<file path="config.mk">
export PLATFORM = sky130hd
export DESIGN_NAME = matrix_store
export DESIGN_NICKNAME = d
export VERILOG_FILES = /design/src/rtl/matrix_store.sv
export SDC_FILE = /design/constraint.sdc
export NUM_CORES = 1
export LEC_CHECK = 0
export CAP_MARGIN = 40
export CORE_MARGIN = 2
export CORE_UTILIZATION = 35
export DETAILED_ROUTE_END_ITERATION = 10
export PLACE_DENSITY = 0.54
export REMOVE_ABC_BUFFERS = 1
export SETUP_SLACK_MARGIN = 0.5
export SLEW_MARGIN = 0
export SYNTH_ARGS = -nofsm -noshare
export SYNTH_HDL_FRONTEND = slang
export SYNTH_SLANG_ARGS = --single-unit
</file>
<file path="constraint.sdc">
create_clock -name clk -period 10.77 [get_ports clk]
set_clock_uncertainty 0.1 [all_clocks]
set_input_delay 2.154 -clock clk [delete_from_list [all_inputs] [get_ports clk]]
set_output_delay 2.154 -clock clk [all_outputs]
set_load 0.005 [all_outputs]
</file>
<file path="src/rtl/matrix_store.sv">
`default_nettype none
// ============================================================================
// Module      : matrix_store
// Description : Four-slot matrix storage with per-slot dimensions, registered
//               read port and a sequential slot-clear engine.
// Revision    : 1.0 - initial release
// ============================================================================
module matrix_store #(
    parameter int MAX_DIM = 5
) (
    input  logic        clk,
    input  logic        rst,
    input  logic [1:0]  wr_slot,
    input  logic [2:0]  wr_row,
    input  logic [2:0]  wr_col,
    input  logic [15:0] wr_data,
    input  logic        wr_we,
    input  logic [2:0]  dim_m,
    input  logic [2:0]  dim_n,
    input  logic        dim_we,
    input  logic [1:0]  rd_slot,
    input  logic [2:0]  rd_row,
    input  logic [2:0]  rd_col,
    input  logic        rd_en,
    output logic [15:0] rd_data,
    output logic        rd_valid,
    output logic        rd_oob,
    output logic [2:0]  rd_dim_m,
    output logic [2:0]  rd_dim_n,
    output logic        rd_slot_valid,
    input  logic        clr_start,
    input  logic [1:0]  clr_slot,
    output logic        clr_busy,
    output logic        clr_done,
    output logic        err,
    input  logic        err_clr
);

    localparam int         c_cells    = MAX_DIM * MAX_DIM;
    localparam int         c_depth    = 4 * c_cells;
    localparam int         c_aw       = $clog2(c_depth);
    localparam logic [2:0] c_dim_max  = 3'(MAX_DIM);
    localparam logic [2:0] c_idx_last = 3'(MAX_DIM - 1);

    typedef enum logic [1:0] {
        C_IDLE = 2'd0,
        C_RUN  = 2'd1,
        C_DONE = 2'd2
    } clr_state_e;

    clr_state_e       state_q, state_d;
    logic [1:0]       clr_slot_q, clr_slot_d;
    logic [2:0]       clr_r_q, clr_r_d;
    logic [2:0]       clr_c_q, clr_c_d;
    logic [3:0][2:0]  dim_m_q, dim_m_d;
    logic [3:0][2:0]  dim_n_q, dim_n_d;
    logic [3:0]       valid_q, valid_d;
    logic             err_q, err_d;
    logic [15:0]      rd_data_q, rd_data_d;
    logic             rd_valid_q, rd_valid_d;
    logic             rd_oob_q, rd_oob_d;

    logic [15:0]      mem_q [c_depth];
    logic             mem_we;
    logic [c_aw-1:0]  mem_waddr;
    logic [15:0]      mem_wdata;

    logic             idle;
    logic             wr_ok;
    logic             dim_ok;
    logic             rd_ok;
    logic             err_set;
    logic [c_aw-1:0]  wr_addr;
    logic [c_aw-1:0]  rd_addr;
    logic [c_aw-1:0]  clr_addr;

    function automatic logic [c_aw-1:0] cell_addr(input logic [1:0] s,
                                                  input logic [2:0] r,
                                                  input logic [2:0] c);
        return c_aw'(int'(s) * c_cells + int'(r) * MAX_DIM + int'(c));
    endfunction

    // All acceptance checks look at pre-edge register state only.
    assign idle    = (state_q == C_IDLE);
    assign wr_ok   = idle && valid_q[wr_slot] &&
                     (wr_row < dim_m_q[wr_slot]) && (wr_col < dim_n_q[wr_slot]);
    assign dim_ok  = idle && (dim_m != 3'd0) && (dim_m <= c_dim_max) &&
                     (dim_n != 3'd0) && (dim_n <= c_dim_max);
    assign rd_ok   = valid_q[rd_slot] &&
                     (rd_row < dim_m_q[rd_slot]) && (rd_col < dim_n_q[rd_slot]);
    assign err_set = (dim_we && !dim_ok) || (wr_we && !wr_ok);

    assign wr_addr  = cell_addr(wr_slot, wr_row, wr_col);
    assign rd_addr  = cell_addr(rd_slot, rd_row, rd_col);
    assign clr_addr = cell_addr(clr_slot_q, clr_r_q, clr_c_q);

    // Element writes are only accepted in C_IDLE, so the clear engine never
    // competes with them for the single write port.
    always_comb begin
        mem_we    = 1'b0;
        mem_waddr = '0;
        mem_wdata = 16'h0000;
        if (!rst) begin
            if (state_q == C_RUN) begin
                mem_we    = 1'b1;
                mem_waddr = clr_addr;
            end else if (wr_we && wr_ok) begin
                mem_we    = 1'b1;
                mem_waddr = wr_addr;
                mem_wdata = wr_data;
            end
        end
    end

    always_comb begin
        state_d    = state_q;
        clr_slot_d = clr_slot_q;
        clr_r_d    = clr_r_q;
        clr_c_d    = clr_c_q;
        dim_m_d    = dim_m_q;
        dim_n_d    = dim_n_q;
        valid_d    = valid_q;
        err_d      = err_set | (err_q & ~err_clr);
        rd_valid_d = rd_en;
        rd_oob_d   = rd_en & ~rd_ok;
        rd_data_d  = rd_data_q;

        if (rd_en) begin
            if (rd_ok) begin
                rd_data_d = mem_q[rd_addr];
            end else begin
                rd_data_d = 16'h0000;
            end
        end

        if (dim_we && dim_ok) begin
            dim_m_d[wr_slot] = dim_m;
            dim_n_d[wr_slot] = dim_n;
            valid_d[wr_slot] = 1'b1;
        end

        // A clear started in the same cycle as a dim write to that slot wins.
        case (state_q)
            C_IDLE: begin
                if (clr_start) begin
                    clr_slot_d        = clr_slot;
                    dim_m_d[clr_slot] = 3'd0;
                    dim_n_d[clr_slot] = 3'd0;
                    valid_d[clr_slot] = 1'b0;
                    clr_r_d           = 3'd0;
                    clr_c_d           = 3'd0;
                    state_d           = C_RUN;
                end
            end
            C_RUN: begin
                if (clr_c_q == c_idx_last) begin
                    clr_c_d = 3'd0;
                    if (clr_r_q == c_idx_last) begin
                        state_d = C_DONE;
                    end else begin
                        clr_r_d = clr_r_q + 3'd1;
                    end
                end else begin
                    clr_c_d = clr_c_q + 3'd1;
                end
            end
            C_DONE: begin
                state_d = C_IDLE;
            end
            default: begin
                state_d = C_IDLE;
            end
        endcase
    end

    always_ff @(posedge clk) begin
        if (mem_we) begin
            mem_q[mem_waddr] <= mem_wdata;
        end
    end

    always_ff @(posedge clk) begin
        if (rst) begin
            state_q    <= C_IDLE;
            clr_slot_q <= 2'd0;
            clr_r_q    <= 3'd0;
            clr_c_q    <= 3'd0;
            dim_m_q    <= '0;
            dim_n_q    <= '0;
            valid_q    <= 4'h0;
            err_q      <= 1'b0;
            rd_data_q  <= 16'h0000;
            rd_valid_q <= 1'b0;
            rd_oob_q   <= 1'b0;
        end else begin
            state_q    <= state_d;
            clr_slot_q <= clr_slot_d;
            clr_r_q    <= clr_r_d;
            clr_c_q    <= clr_c_d;
            dim_m_q    <= dim_m_d;
            dim_n_q    <= dim_n_d;
            valid_q    <= valid_d;
            err_q      <= err_d;
            rd_data_q  <= rd_data_d;
            rd_valid_q <= rd_valid_d;
            rd_oob_q   <= rd_oob_d;
        end
    end

    assign rd_data       = rd_data_q;
    assign rd_valid      = rd_valid_q;
    assign rd_oob        = rd_oob_q;
    assign rd_dim_m      = dim_m_q[rd_slot];
    assign rd_dim_n      = dim_n_q[rd_slot];
    assign rd_slot_valid = valid_q[rd_slot];
    assign clr_busy      = (state_q == C_RUN);
    assign clr_done      = (state_q == C_DONE);
    assign err           = err_q;

endmodule
`default_nettype wire

</file>
Word-level counts from Yosys, hierarchy flattened
Memories as Yosys holds them, arrays and structs flattened.
Cells that the tools add are included.
W data, S select, Z words.
{"block": "classes", "n_lt_le_gt_ge": 11, "multipliers": 6, "bitwise": 11, "n_reduce_logical": 26, "addsub": 8, "eq_ne": 8, "n_mux": 53}
{"op": "$mux W12", "n": 6}
{"op": "$mux W16", "n": 4}
{"op": "$mux W3", "n": 10}
{"op": "$and A12 B12 Y12", "n": 2}
{"op": "$bmux W3 S2", "n": 4}
{"op": "$bwmux W12", "n": 2}
{"op": "$add A7 B3 Y7", "n": 3}
{"op": "$add A7 B6 Y7", "n": 3}
{"op": "$mul A2 B5 Y7 const B", "n": 3}
{"op": "$mux W7", "n": 3}
{"op": "$mul A3 B3 Y6 const B", "n": 3}
{"op": "$logic_and A1 B1 Y1", "n": 15}
{"op": "$demux W3 S2", "n": 2}
{"op": "$lt A3 B3 Y1", "n": 4}
{"op": "$mux W4", "n": 3}
{"op": "$not A12 Y12", "n": 1}
{"op": "$pmux W3 S2", "n": 2}
{"op": "$lt A2 B3 Y1 const B", "n": 3}
{"op": "$mux W1", "n": 9}
{"op": "$add A3 B1 Y3 const B", "n": 2}
{"op": "$eq A3 B3 Y1 const B", "n": 2}
{"op": "$le A3 B3 Y1 const B", "n": 2}
{"op": "$mux W2", "n": 3}
{"op": "$reduce_bool A3 Y1", "n": 2}
{"op": "other kinds (21)", "n": 30}
{"block": "totals", "mem_count": 1, "wordCells": 141, "register_bits": 57, "mem_bits_rw": 1600, "input_bits": 47}
{"name": "mem_q", "depth": 100, "width": 16, "rd": 1, "rd_clocked_by_memory_dff": 0, "write_ports": 1, "line": "63", "source": "logic [15:0] mem_q [c_depth];"}

Logic depth before layout (Yosys ltp)
Gate-level depths: netlist (run 1).
{"block": "depth", "depth_word": 11, "ltp_mapped": 16, "ltp_nobuf": 14}

Worst setup path before layout (run 1)
OpenSTA, ideal clock, no wires.
{"block": "synth_path", "kind": "input-to-reg", "from": "input port wr_row[0]", "to": "memory mem_q[72][0] (enable)", "setup_time_ns": 0.430, "t_required_ns": 10.240, "setup_slack_ns": 3.857, "stages": 15, "t_arrival_ns": 6.383, "cell_sequence": "ha_1 ha_1 inv_1 fa_1 inv_1 ha_1 inv_1 fa_1 nor2b_1 o21ai_0 a21o_1 a21oi_1 o211ai_1 buf_2 nor4_1"}
{"block": "synth_between", "elab_chain_cells": 9}
{"item": "start: declaration", "line": "14", "source": "input logic [2:0] wr_row,"}
{"item": "parallel branches: the longest is 9 deep, another holds $add A7 B6 Y7"}
{"item": "end: declaration", "line": "63"}
Parallel ways; which one is timed is not known.

Final worst setup path (run 1)
{"block": "layout_path", "from": "input port rd_slot[0]", "to": "register rd_data_q[4], in the netlist rd_data[4]"}
{"block": "layout_between", "elab_chain_cells": 6}
{"item": "start: declaration", "line": "21", "source": "input logic [1:0] rd_slot,"}
{"item": "parallel branches: the longest is 5 deep, another holds $mem_v2 Z100 W16"}
{"item": "$mux W16 *", "line": "129", "source": "if (rd_ok) begin"}
{"item": "end signal: assignment", "line": "204", "source": "rd_data_q <= rd_data_d;"}
{"item": "end: declaration", "line": "59", "source": "logic [15:0] rd_data_q, rd_data_d;"}
Every way passes the cells marked *. The select of a mux whose other input is x is not followed.
A chain may end at the register's enable or synchronous reset.

==> results.sh, run 1 <==
export IMPL_setup_viol=0
export IMPL_crit_arrival_ns=7.40
export IMPL_mostFrequentLayoutCells="1600 x edfxtp_1, 458 x mux4_2, 176 x clkbuf_16, 145 x buf_4, 105 x nand2_1"
export IMPL_chipWidth_um=439
export IMPL_io_pins=75
export IMPL_grt_max_degree=85
export IMPL_postCtsSetupBuffers=0
export IMPL_vias=32600
export IMPL_max_freq_mhz=146
export IMPL_synth_compound_area_frac=0.0270
export IMPL_peakVddDrop_mv=0.121
export IMPL_critPathKind="in -> reg"
export IMPL_fin_ws_ns=3.94
export IMPL_fill_cells=16400
export IMPL_synth_area_um2=66300
export IMPL_postPlaceCellArea_um2=71800
export IMPL_grt_pass1_wl_mm=248
export IMPL_io_buffer_count=74
export IMPL_synth_simple_area_share=0.0246
export IMPL_fin_area_um2=77100
export IMPL_async_flop_share=0
export IMPL_grt_setup_unrepaired="false"
export IMPL_synthAdderAreaFrac=0.0148
export IMPL_synth_distinct_cells=64
export IMPL_path_max_fanout=45
export IMPL_finalCritPeriodShare=0.634
export IMPL_path_clk_slew_ns=0.06
export IMPL_required_ns=11.34
export IMPL_final_layout_size_suffix_gt1_frac=0.290
export IMPL_holdWs_ns=0.365
export IMPL_p_total_mw=14.6
export IMPL_dp_cells=5705
export IMPL_mostFrequentLayoutCell="edfxtp_1"
export IMPL_maxSlewViolCount=0
export IMPL_clk_latency_ns=0.81
export IMPL_synth_mux_area_frac=0.171
export IMPL_grt_pass1_vias=32800
export IMPL_drt_first_pass_iters=5
export IMPL_area_growth_pct=16.3
export IMPL_stdcell_count=6022
export IMPL_final_nets=3505
export IMPL_grt_antenna_before_repair=10
export IMPL_synth_avg_cell_area_um2=21.1
export IMPL_clock_path_buffers=3
export IMPL_ant_nets=0
export IMPL_synth_xor_area_frac=0.00132
export IMPL_end_kind="flop"
export IMPL_synth_top_family_by_area="multiplexers"
export IMPL_first_iter_violations=3791
export IMPL_yosysSeqAreaShare=0.742
export IMPL_start_util=0.353
export IMPL_pre_cts_slack_ns=3.06
export IMPL_cts_root_buf="clkbuf_16"
export IMPL_outcome="complete, no violations"
export IMPL_dieHeight_um=439
export IMPL_synth_seq_cells=1657
export IMPL_post_drt_wl_per_cell_um=28.9
export IMPL_worst_pin_slew_ns=0.866
export IMPL_multiInputGateArea_um2=16700
export IMPL_startpoint_type="input port"
export IMPL_core_um2=188000
export IMPL_synthFlopType="edfxtp_1"
export IMPL_vias_per_cell=5.42
export IMPL_cts_sinks=1657
export IMPL_cap_violations=0
export IMPL_synthCells=3139
export IMPL_ys_warn_count=0
export IMPL_fp_dieArea_um2=193000
export IMPL_cts_hold_fix_buffers=0
export IMPL_powerDensity_nw_per_um2=189
export IMPL_track_usage=0.180
export IMPL_route_detailed_drc=0
export IMPL_routed_wl_mm=174
export IMPL_hold_path_class="reg -> reg"
export IMPL_power_leakage_nw=20.3
export IMPL_tritoncts="done"
export IMPL_rows=159
export IMPL_hpwl_mm=107
export IMPL_overflow=0
export IMPL_cts_resized=0
export IMPL_ff_latch_area_um2=49200
export IMPL_hold_viol=0
export IMPL_numCtsBuffers=175
export IMPL_h_tree_depth=4
export IMPL_gp_congestion=0.851
export IMPL_slew_headroom=0.423
export IMPL_min_period_ns=6.83
export IMPL_synth_edff_count=1600
==> through the flow <==
step                      utilization  setup TNS [ns]
final                           0.410               0
after detailed placement        0.382               0
after CTS                       0.410               0
after floorplan                     -          -92.46
after global placement          0.379               0
after global routing            0.410               0
==> worst max-delay path, cell delays in order <==
cell,delay (ns)
clkdlybuf4s50_1,0.75
ha_1,0.51
ha_4,0.13
inv_1,0.05
fa_4,1.26
buf_4,0.69
mux4_2,0.48
mux4_2,0.56
mux2_2,0.31
nand2_1,0.12
a41o_1,0.22
a211oi_1,0.06
==> per-layer routing <==
layer	global-route usage	routed length (µm)
met1	0.256	75900
met2	0.287	83900
met3	0.0274	9780
met4	0.0551	4710
met5	0	0
==> synth_stat cells (3+ instances only) <==
cell type	instances	share of area
buf_2	55	0.0042
dfxtp_1	57	0.017
ha_1	59	0.011
mux2i_1	85	0.013
or4_1	11	0.0012
nand2_1	105	0.0059
nand3_1	35	0.0026
nand2b_1	6	0.00057
clkbuf_1	72	0.0041
nor3_1	66	0.0050
buf_4	28	0.0032
mux4_2	458	0.16
a211oi_1	70	0.0079
nor4_1	10	0.00094
a31oi_1	3	0.00028
edfxtp_1	1600	0.72
o22ai_1	24	0.0023
nor2b_1	28	0.0026
o211ai_1	3	0.00034
o22a_1	3	0.00040
xor2_1	5	0.00066
o41ai_1	4	0.00053
nor2_1	30	0.0017
nand3b_1	7	0.00079
a41o_1	14	0.0021
xnor2_1	5	0.00066
a211oi_2	4	0.00075
buf_1	9	0.00051
buf_6	18	0.0031
and2_1	21	0.0020
a21oi_1	65	0.0049
o221ai_1	12	0.0016
fa_1	12	0.0036
o21ai_0	18	0.0014
inv_1	69	0.0039
o21ai_1	5	0.00038
mux2_2	18	0.0031
a21o_1	9	0.0010
==> logic make-up (layout without fill, tap and decap cells) <==
kind of cell / count (synthesis) / after routing
adder cells (fa/ha/maj): 71 / 71
AO/OA/AOI/OAI: 257 / 257
XOR/XNOR: 10 / 10
buffers and inverters: 254 / 639
multiplexers: 561 / 561
other: 0 / 3
flip-flops: 1657 / 1657
AND/OR/NAND/NOR: 329 / 329
==> registers in the layout, summed over array words and instances (netlist names) <==
signal,count
rd_oob,1
valid_q,4
clr_r_q,3
dim_n_q,12
err,1
rd_data,16
rd_valid,1
mem_q,1600
clr_c_q,3
state_q,2
clr_slot_q,2
dim_m_q,12
==> worst paths after layout <==
check	startpoint	end	slack [ns]	depth (start not counted)
max	rd_slot[0]	rd_data[4]	3.94	12
min	valid_q[1]	valid_q[1]	0.37	2
max reg2reg	clr_r_q[2]	mem_q[41][1]	5.78	17
min reg2reg	valid_q[1]	valid_q[1]	0.37	2
==> power breakdown <==
group	switching (mW)	leakage, nW	internal [mW]
combinational	1.19	5.94	0.735
sequential	0.00717	11.8	6.98
clock	2.52	2.61	3.16
total	3.72	20.3	10.9
==> final cells by class <==
| type | count | share of cell area |
|---|---|---|
| Timing Repair Buffer | 254 | 0.0323 |
| Clock inverter | 94 | 0.00965 |
| Antenna cell | 3 | 0.0000974 |
| Multi-Input combinational cell | 1228 | 0.216 |
| Sequential cell | 1657 | 0.638 |
| Tap cell | 2495 | 0.0405 |
| Inverter | 71 | 0.00346 |
| Clock buffer | 220 | 0.0597 |
(Power assumes the default switching activity.)
==> run 2: changes to the inputs <==
clock period = 6.6 ns   (was 10.77 ns; I/O delays follow)
==> run 2 against run 1 <==
Against the previous run: sequential power up 63%; sequential share of layout area down 0.77 points; hold slack worse by 0.0027 ns; power up 66%; register-to-register slack worse by 3.8 ns; design area up 1.2%; non-clock buffer count up 81; cell count up 1.4%; clock power up 64%; via count down 0.22%; largest cell class unchanged; highest routed layer unchanged.
==> results.sh, run 2 (synthesis gave the netlist of run 1 again) <==
export IMPL_mostFrequentLayoutCells="1600 x edfxtp_1, 458 x mux4_2, 201 x buf_4, 173 x clkbuf_16, 105 x nand2_1"
export IMPL_powerDensity_nw_per_um2=311
export IMPL_numCtsBuffers=172
export IMPL_end_kind="flop"
export IMPL_tritoncts="done"
export IMPL_chipWidth_um=439
export IMPL_track_usage=0.177
export IMPL_grt_use_met2=0.281
export IMPL_first_iter_violations=3378
export IMPL_postCtsSetupBuffers=0
export IMPL_crit_arrival_ns=5.84
export IMPL_fp_dieArea_um2=193000
export IMPL_peakVddDrop_mv=0.236
export IMPL_slew_headroom=0.430
export IMPL_path_max_fanout=16
export IMPL_min_period_ns=5.42
export IMPL_ant_nets=0
export IMPL_startpoint_type="input port"
export IMPL_switchingPower_mw=6.22
export IMPL_drt_first_pass_iters=5
export IMPL_final_layout_size_suffix_gt1_frac=0.308
export IMPL_cts_sinks=1657
export IMPL_stdcell_count=6104
export IMPL_maxSlewViolCount=0
export IMPL_p_sw_frac=0.256
export IMPL_grt_setup_unrepaired="false"
export IMPL_outcome="complete, no violations"
export IMPL_routed_wl_mm=170
export IMPL_clockPowerShare=0.384
export IMPL_vias_per_cell=5.33
export IMPL_start_util=0.353
export IMPL_internal_power_mw=18.1
export IMPL_grt_max_degree=101
export IMPL_overflow=0
export IMPL_power_frac_comb=0.147
export IMPL_post_drt_wl_per_cell_um=27.9
export IMPL_required_ns=7.02
export IMPL_setup_viol=0
export IMPL_top_register="mem_q"
export IMPL_cts_hold_fix_buffers=0
export IMPL_route_detailed_drc=0
export IMPL_power_leakage_nw=20.8
export IMPL_max_freq_mhz=185
export IMPL_grt_pass1_vias=32800
export IMPL_core_um2=188000
export IMPL_top_usage_layer="met2"
export IMPL_vias=32600
export IMPL_h_tree_depth=4
export IMPL_p_seq_frac=0.469
export IMPL_use_met3=0.0292
export IMPL_gp_congestion=0.825
export IMPL_clock_path_buffers=3
export IMPL_grt_pass1_wl_mm=245
export IMPL_cts_root_buf="clkbuf_16"
export IMPL_clk_latency_ns=0.79
export IMPL_dp_cells=5786
export IMPL_finalCritPeriodShare=0.821
export IMPL_cap_violations=0
export IMPL_grt_antenna_before_repair=6
export IMPL_dieHeight_um=439
export IMPL_worst_pin_slew_ns=0.854
export IMPL_rows=159
export IMPL_io_pins=75
export IMPL_holdWs_ns=0.363
export IMPL_io_buffer_count=74
export IMPL_cts_resized=0
export IMPL_hold_viol=0
export IMPL_hold_path_class="reg -> reg"
export IMPL_grt_use_met1=0.254
export IMPL_area_growth_pct=17.7
export IMPL_critPathKind="in -> reg"
export IMPL_largest_reg_flops=1600
export IMPL_hpwl_mm=105
export IMPL_final_nets=3583
export IMPL_mostFrequentLayoutCell="edfxtp_1"
export IMPL_path_clk_slew_ns=0.06
## run 2: worst max-delay path, cell delays in order
cell,delay [ns]
clkdlybuf4s50_1,0.66
ha_1,0.42
ha_1,0.13
inv_1,0.05
fa_1,0.39
inv_1,0.07
ha_1,0.23
inv_1,0.09
fa_1,0.45
xor2_1,0.19
and2_1,0.17
o221ai_2,0.65
and2_1,0.29
buf_4,0.35
a211oi_2,0.08
buf_4,0.25
## run 2: final timing paths
| check | from | endpoint | slack, ns | cells past startpoint |
|---|---|---|---|---|
| worst max-delay path | wr_slot[0] | mem_q[6][12] | 1.18 | 16 |
| worst min-delay path | valid_q[3] | valid_q[3] | 0.36 | 2 |
| worst max register to register | clr_r_q[2] | mem_q[5][11] | 1.94 | 16 |
| worst min register to register | valid_q[3] | valid_q[3] | 0.36 | 2 |
## run 2: power by group through the flow
stage                     clock [mW]  sequential (mW)  combinational [mW]
final                           9.33             11.4                3.56
after floorplan                    0             11.6                2.62
after global routing            9.93             11.4                3.76
after global placement             0             11.6                3.59
after CTS                       9.55             11.4                3.60
after detailed placement           0             11.6                3.59
## run 2: stage by stage
step	power, mW	cell area, µm²	util	setup TNS (ns)	worst slack (ns)
finish	24.3	78100	0.415	0	1.18
floorplan	14.2	65300	-	-145.84	-9.23
global placement	15.2	72600	0.386	0	0.391
global route	25.1	78000	0.415	0	1.12
CTS	24.5	78000	0.415	0	1.21
detailed placement	15.2	72700	0.386	0	0.360
## run 2: final cells by class
class                           count  area (µm²)
Timing Repair Buffer              335        3390
Tap cell                         2495        3120
Sequential cell                  1657       49200
Fill cell                       16400      110000
Inverter                           71         267
Clock buffer                      218        4540
Multi-Input combinational cell   1228       16700
Clock inverter                     96         855
Antenna cell                        4        10.0
## run 2: per-layer routing
metal / share of wire / vias up
met5: 0 / -
met4: 0.021 / 0
met3: 0.058 / 203
met2: 0.48 / 988
met1: 0.44 / 17600
li1: - / 13800
